==> src/rtl/rtc_pkg.sv <==
// Shared definitions for the RTC write sequencer: state encoding, table
// selector, time snapshot layout and the fixed RTC register map.
package rtc_pkg;

  typedef enum logic [2:0] {
    ST_IDLE  = 3'd0,
    ST_LOAD  = 3'd1,
    ST_START = 3'd2,
    ST_WAIT  = 3'd3,
    ST_NEXT  = 3'd4,
    ST_DONE  = 3'd5,
    ST_ERR   = 3'd6
  } state_e;

  typedef enum logic {
    SEL_INIT = 1'b0,
    SEL_SET  = 1'b1
  } seq_sel_e;

  typedef struct packed {
    logic [7:0] sec;
    logic [7:0] min;
    logic [7:0] hour;
    logic [7:0] day;
    logic [7:0] mon;
    logic [7:0] year;
  } time_t;

  // RTC register addresses
  localparam logic [7:0] ADDR_CTRL  = 8'h02;
  localparam logic [7:0] ADDR_CFG   = 8'h10;
  localparam logic [7:0] ADDR_SEC   = 8'h21;
  localparam logic [7:0] ADDR_MIN   = 8'h22;
  localparam logic [7:0] ADDR_HOUR  = 8'h23;
  localparam logic [7:0] ADDR_DAY   = 8'h24;
  localparam logic [7:0] ADDR_MON   = 8'h25;
  localparam logic [7:0] ADDR_YEAR  = 8'h26;
  localparam logic [7:0] ADDR_XFER  = 8'hF1;

  // Init data: assert control bit, release it, then write configuration
  localparam logic [7:0] INIT_D0    = 8'h10;
  localparam logic [7:0] INIT_D1    = 8'h00;
  localparam logic [7:0] INIT_D2    = 8'hD2;
  localparam logic [7:0] XFER_CMD   = 8'h00;

  localparam int INIT_LEN = 3;
  localparam int SET_LEN  = 7;

  function automatic logic [2:0] last_idx(input seq_sel_e sel);
    if (sel == SEL_INIT) last_idx = 3'(INIT_LEN - 1);
    else                 last_idx = 3'(SET_LEN - 1);
  endfunction

endpackage

==> src/rtl/rtc_seq_rom.sv <==
// Combinational write table: maps (sequence, entry index, time snapshot)
// to the register address/data pair for that entry.
module rtc_seq_rom
  import rtc_pkg::*;
(
  input  seq_sel_e   seq_sel,
  input  logic [2:0] idx,
  input  time_t      snap,
  output logic [7:0] addr,
  output logic [7:0] data
);

  always_comb begin
    addr = 8'h00;
    data = 8'h00;
    if (seq_sel == SEL_INIT) begin
      unique case (idx)
        3'd0:    begin addr = ADDR_CTRL; data = INIT_D0; end
        3'd1:    begin addr = ADDR_CTRL; data = INIT_D1; end
        3'd2:    begin addr = ADDR_CFG;  data = INIT_D2; end
        default: begin addr = 8'h00;     data = 8'h00;   end
      endcase
    end else begin
      unique case (idx)
        3'd0:    begin addr = ADDR_SEC;  data = snap.sec;  end
        3'd1:    begin addr = ADDR_MIN;  data = snap.min;  end
        3'd2:    begin addr = ADDR_HOUR; data = snap.hour; end
        3'd3:    begin addr = ADDR_DAY;  data = snap.day;  end
        3'd4:    begin addr = ADDR_MON;  data = snap.mon;  end
        3'd5:    begin addr = ADDR_YEAR; data = snap.year; end
        3'd6:    begin addr = ADDR_XFER; data = XFER_CMD;  end
        default: begin addr = 8'h00;     data = 8'h00;     end
      endcase
    end
  end

endmodule

==> src/rtl/rtc_write_sequencer.sv <==
// Sequences RTC init / set-time requests into single register writes handed
// to the write-cycle FSM, with a watchdog that aborts a hung write.
module rtc_write_sequencer
  import rtc_pkg::*;
#(
  parameter int TIMEOUT_CYC = 255
) (
  input  logic       clk,
  input  logic       rst,
  input  logic       init_req,
  input  logic       set_req,
  input  logic [7:0] sec_i,
  input  logic [7:0] min_i,
  input  logic [7:0] hour_i,
  input  logic [7:0] day_i,
  input  logic [7:0] mon_i,
  input  logic [7:0] year_i,
  input  logic       wc_ad_mux,
  input  logic       wc_write_end,
  output logic       wc_start,
  output logic [7:0] bus_out,
  output logic       busy,
  output logic       done,
  output logic       err,
  output state_e     dbg_state
);

  localparam logic [7:0] TIMEOUT_W = 8'(TIMEOUT_CYC);

  // Handshake with the write cycle: wc_start is a one-cycle request; the
  // entry is complete only when wc_write_end strobes while we sit in WAIT.
  // Strobes seen in any other state are ignored.

  state_e     state_q, state_d;
  seq_sel_e   sel_q, sel_d;
  logic [2:0] idx_q, idx_d;
  logic [7:0] addr_q, addr_d;
  logic [7:0] data_q, data_d;
  time_t      snap_q, snap_d;
  logic       pend_init_q, pend_init_d;
  logic       pend_set_q, pend_set_d;
  logic [7:0] wd_q, wd_d;
  logic       err_q, err_d;

  logic [7:0] rom_addr;
  logic [7:0] rom_data;
  logic [7:0] wd_inc;

  rtc_seq_rom u_rom (
    .seq_sel (sel_q),
    .idx     (idx_q),
    .snap    (snap_q),
    .addr    (rom_addr),
    .data    (rom_data)
  );

  assign wd_inc = wd_q + 8'd1;

  always_comb begin
    state_d     = state_q;
    sel_d       = sel_q;
    idx_d       = idx_q;
    addr_d      = addr_q;
    data_d      = data_q;
    snap_d      = snap_q;
    wd_d        = wd_q;
    err_d       = err_q;
    pend_init_d = pend_init_q | init_req;
    pend_set_d  = pend_set_q | set_req;

    unique case (state_q)
      ST_IDLE: begin
        // A request arriving in the accept cycle re-arms its own flag
        if (pend_init_q) begin
          sel_d       = SEL_INIT;
          pend_init_d = init_req;
          idx_d       = 3'd0;
          err_d       = 1'b0;
          snap_d      = '{sec_i, min_i, hour_i, day_i, mon_i, year_i};
          state_d     = ST_LOAD;
        end else if (pend_set_q) begin
          sel_d       = SEL_SET;
          pend_set_d  = set_req;
          idx_d       = 3'd0;
          err_d       = 1'b0;
          snap_d      = '{sec_i, min_i, hour_i, day_i, mon_i, year_i};
          state_d     = ST_LOAD;
        end
      end
      ST_LOAD: begin
        addr_d  = rom_addr;
        data_d  = rom_data;
        state_d = ST_START;
      end
      ST_START: begin
        wd_d    = 8'd0;
        state_d = ST_WAIT;
      end
      ST_WAIT: begin
        // Exit fires on reaching the limit, so the counter never wraps
        wd_d = wd_inc;
        if (wc_write_end) begin
          state_d = ST_NEXT;
        end else if (wd_inc == TIMEOUT_W) begin
          err_d   = 1'b1;
          state_d = ST_ERR;
        end
      end
      ST_NEXT: begin
        if (idx_q == last_idx(sel_q)) begin
          state_d = ST_DONE;
        end else begin
          idx_d   = idx_q + 3'd1;
          state_d = ST_LOAD;
        end
      end
      ST_DONE: state_d = ST_IDLE;
      ST_ERR:  state_d = ST_IDLE;
      default: state_d = ST_IDLE;
    endcase
  end

  always_ff @(posedge clk) begin
    if (rst) begin
      state_q     <= ST_IDLE;
      sel_q       <= SEL_INIT;
      idx_q       <= 3'd0;
      addr_q      <= 8'h00;
      data_q      <= 8'h00;
      snap_q      <= '0;
      pend_init_q <= 1'b0;
      pend_set_q  <= 1'b0;
      wd_q        <= 8'd0;
      err_q       <= 1'b0;
    end else begin
      state_q     <= state_d;
      sel_q       <= sel_d;
      idx_q       <= idx_d;
      addr_q      <= addr_d;
      data_q      <= data_d;
      snap_q      <= snap_d;
      pend_init_q <= pend_init_d;
      pend_set_q  <= pend_set_d;
      wd_q        <= wd_d;
      err_q       <= err_d;
    end
  end

  assign wc_start  = (state_q == ST_START);
  assign busy      = (state_q != ST_IDLE);
  assign done      = (state_q == ST_DONE);
  assign err       = err_q;
  assign bus_out   = wc_ad_mux ? data_q : addr_q;
  assign dbg_state = state_q;

endmodule

==> config.mk <==
export PLATFORM = sky130hd
export DESIGN_NAME = rtc_write_sequencer
export DESIGN_NICKNAME = d
export VERILOG_FILES = /design/src/rtl/rtc_pkg.sv /design/src/rtl/rtc_seq_rom.sv /design/src/rtl/rtc_write_sequencer.sv
export SDC_FILE = /design/constraint.sdc
export NUM_CORES = 1
export LEC_CHECK = 0
export ABC_CLOCK_PERIOD_IN_PS = 1900
export BUFFER_PORTS_ARGS = -buffer_cell sky130_fd_sc_hd__buf_2
export CAP_MARGIN = 10
export CORE_ASPECT_RATIO = 1.2
export CORE_MARGIN = 5
export CORE_UTILIZATION = 50
export DETAILED_ROUTE_END_ITERATION = 16
export GPL_TIMING_DRIVEN = 0
export PLACE_DENSITY = 0.73
export SLEW_MARGIN = 20
export SYNTH_ARGS = -nofsm -noshare
export SYNTH_HDL_FRONTEND = slang
export SYNTH_SLANG_ARGS = --single-unit
==> constraint.sdc <==
create_clock -name clk -period 1.9 [get_ports clk]
set_clock_uncertainty 0.05 [all_clocks]
set_input_delay 0.095 -clock clk [delete_from_list [all_inputs] [get_ports clk]]
set_output_delay 0.095 -clock clk [all_outputs]
set_load 0.02 [all_outputs]
==> reports/results.ini <==
[outcome]
status=complete, no violations

[routing]
wl_per_cell_microns=16.0
vias=3758
drt_iter0_drc=365
dr.pass1.iters=5
vias_per_cell=5.53
postRouteAntennaNets=0
wl_mm=10.8
drc_errors=0

[synth]
async_flop_share_pct=0
synth-seq-area-share_pct=43.7
yosysWarnings=0
syn_inst=461
synth-edff-count=0
synthDistinctLibCells=45
ys.flop_type=dfxtp_1
synth_nets=522
avgSynthCellArea_sq_um=7.95
synth-seq-cells=80
synth_area_sq_um=3660

[floorplan]
die_w_microns=88.1
rows=34
initial_core_util_pct=51.0
core-area_sq_um=7190
die_height_microns=104
die-area_sq_um=9150
io_pins=69

[worst_setup_path]
startpoint_type=register
end_kind=register
cp.required_ns=2.11
crit_arrival_ns=2.00
path_max_fanout=19
worstSetupPathType=reg2reg

[global_route]
grt_pass1_wl_mm=17.4
antenna_found_initial=0
grt_usage_pct=24.1
grt_pass1_vias=3616
grt_max_degree=20
overflow=0

[placement]
gp_congestion=0.846
port_buffers=66
dp_cells=617
hpwl_mm=7.19

[sta]
drv_slew=0
final-setup-viol-count=0
finalCritPeriodShare_pct=94.1
finalHoldViolCount=0
slew_headroom_pct=59.3
fin_crit_ns=1.79
setup-tns-final_ns=0
fmax_mhz=560
tightest_slew_ns=0.611

[cts]
cts_made_buffers=9
clk_pin_slew_ns=0.07
cts-root-buf=clkbuf_8
cts_buffer_depth=2
cts.htree.levels=3
cts_tree=yes
cts.sinks=80
clock_latency_ns=0.35

[finish]
mostFrequentLayoutCells=nand2_1, a21oi_1, dfxtp_1
final_nets=646
multi_input_area_sq_um=1920
areaGrowthSynthToFinish_pct=32.4
finalNonFillerCells=679
n_fill_cell=609
layout-drive-gt1-share_pct=20.9
seq_area_sq_um=1610
final_common_cell=nand2_1
diodes=0

[pwr]
p_leak_nw=1.87
ir_drop_mv=0.524
cellPowerDensity_nw_per_um2=784
total_power_mw=3.80

[job]
max-cap-violations=0

[hold_path]
hold_path.class=in2reg

[path summary, 6_finish.rpt]
kind / slack [ns] / cells past startpoint / startpoint / to
setup / recovery: 0.11 / 6 / dbg_state[0] / data_q[7]
hold / removal: 0.03 / 3 / wc_write_end / dbg_state[1]
setup reg to reg: 0.11 / 6 / dbg_state[0] / data_q[7]
hold reg to reg: 0.40 / 2 / addr_q[5] / addr_q[5]
[critical path, cell delays in order (launching register included)]
cell	delay (ns)
dfxtp_2	0.37
buf_6	0.19
or3b_1	0.38
buf_6	0.15
nor4b_4	0.30
a21oi_1	0.09
a31oi_1	0.16
[repair_timing]
item	4_1_cts	5_1_grt
pin swaps	1	4
endpoints found under the setup margin	24	29
endpoints found under the hold margin	50	0
hold buffers	50	0
buffers inserted	0	1
gates resized for setup	13	20
[state kept, by name, summed over array words and instances (netlist names)]
signal,count
addr_q,6
data_q,8
dbg_state,3
err,1
idx_q,3
pend_init_q,1
pend_set_q,1
sel_q,1
snap_q,48
wd_q,8
[report_power, final]
group	internal (mW)	switching (mW)	leakage, nW
combinational	0.326	0.464	1.13
clock	0.535	0.593	0.0882
sequential	1.80	0.0830	0.655
total	2.66	1.14	1.87
[cell families after synthesis]
group | share of synthesized area, %
muxes | 3.79
and+or+nand+nor | 24.3
xor gates and xnor gates | 0.478
AOI/OAI and AO/OA | 20.0
adders and majority gates | 2.39
DFF | 43.7
buffers and inverters | 5.33
[per-stage QoR]
stage	utilization, %	instance area (sq um)	setup slack (ns)	hold WS [ns]
detailed placement	57.1	4110	-0.557	0.257
global placement	57.1	4110	-0.516	0.248
floorplan	-	3660	0.0388	0.162
CTS	66.7	4800	0.0123	0.00994
global route	67.5	4850	-0.0000804	0.0232
finish	67.5	4850	0.113	0.0315
[layer usage]
layer	up-vias	GRT usage, %	share of wire [%]
met2	149	39.0	49
met4	0	11.1	2.8
met3	31	4.92	6.5
met5	-	0	0
met1	1740	30.4	41
li1	1838	-	-
[synth_stat cells, types with 2 or more instances]
library cell | n | area share [%]
a221o_1 | 2 | 0.55
and2_1 | 5 | 0.85
clkbuf_1 | 22 | 2.3
inv_1 | 5 | 0.51
buf_2 | 6 | 0.82
nor2b_1 | 7 | 1.2
dfxtp_1 | 80 | 44
nand4b_1 | 2 | 0.48
nor3_1 | 5 | 0.68
nand2_1 | 125 | 13
or3_1 | 2 | 0.34
mux2_2 | 7 | 2.2
a22oi_1 | 8 | 1.6
buf_4 | 4 | 0.82
o21ai_0 | 9 | 1.2
a31oi_1 | 4 | 0.68
nand3b_1 | 2 | 0.41
buf_6 | 2 | 0.61
a32o_1 | 3 | 0.82
o21a_1 | 3 | 0.61
mux2i_1 | 6 | 1.6
and3_1 | 2 | 0.34
nand3_1 | 12 | 1.6
nor2_1 | 19 | 1.9
nor4_1 | 4 | 0.68
a21oi_1 | 76 | 10
nor3b_1 | 2 | 0.41
a32oi_1 | 3 | 0.72
buf_1 | 2 | 0.20
o31ai_1 | 3 | 0.61
o211ai_1 | 3 | 0.61
xnor2_1 | 2 | 0.48
nand2b_1 | 5 | 0.85
a222oi_1 | 2 | 0.55
ha_1 | 7 | 2.4
[area by class of cell]
cell class                 instances  area share (%)
tap                               90            2.32
sequential                        80            33.2
inverter                           6           0.516
multi-input combinational        339            39.5
clock buffer                      12            3.20
timing repair buffer             117            17.3
buffer                            32            3.64
clock inverter                     3           0.361
Note: power is estimated with default switching activity, not from simulation.
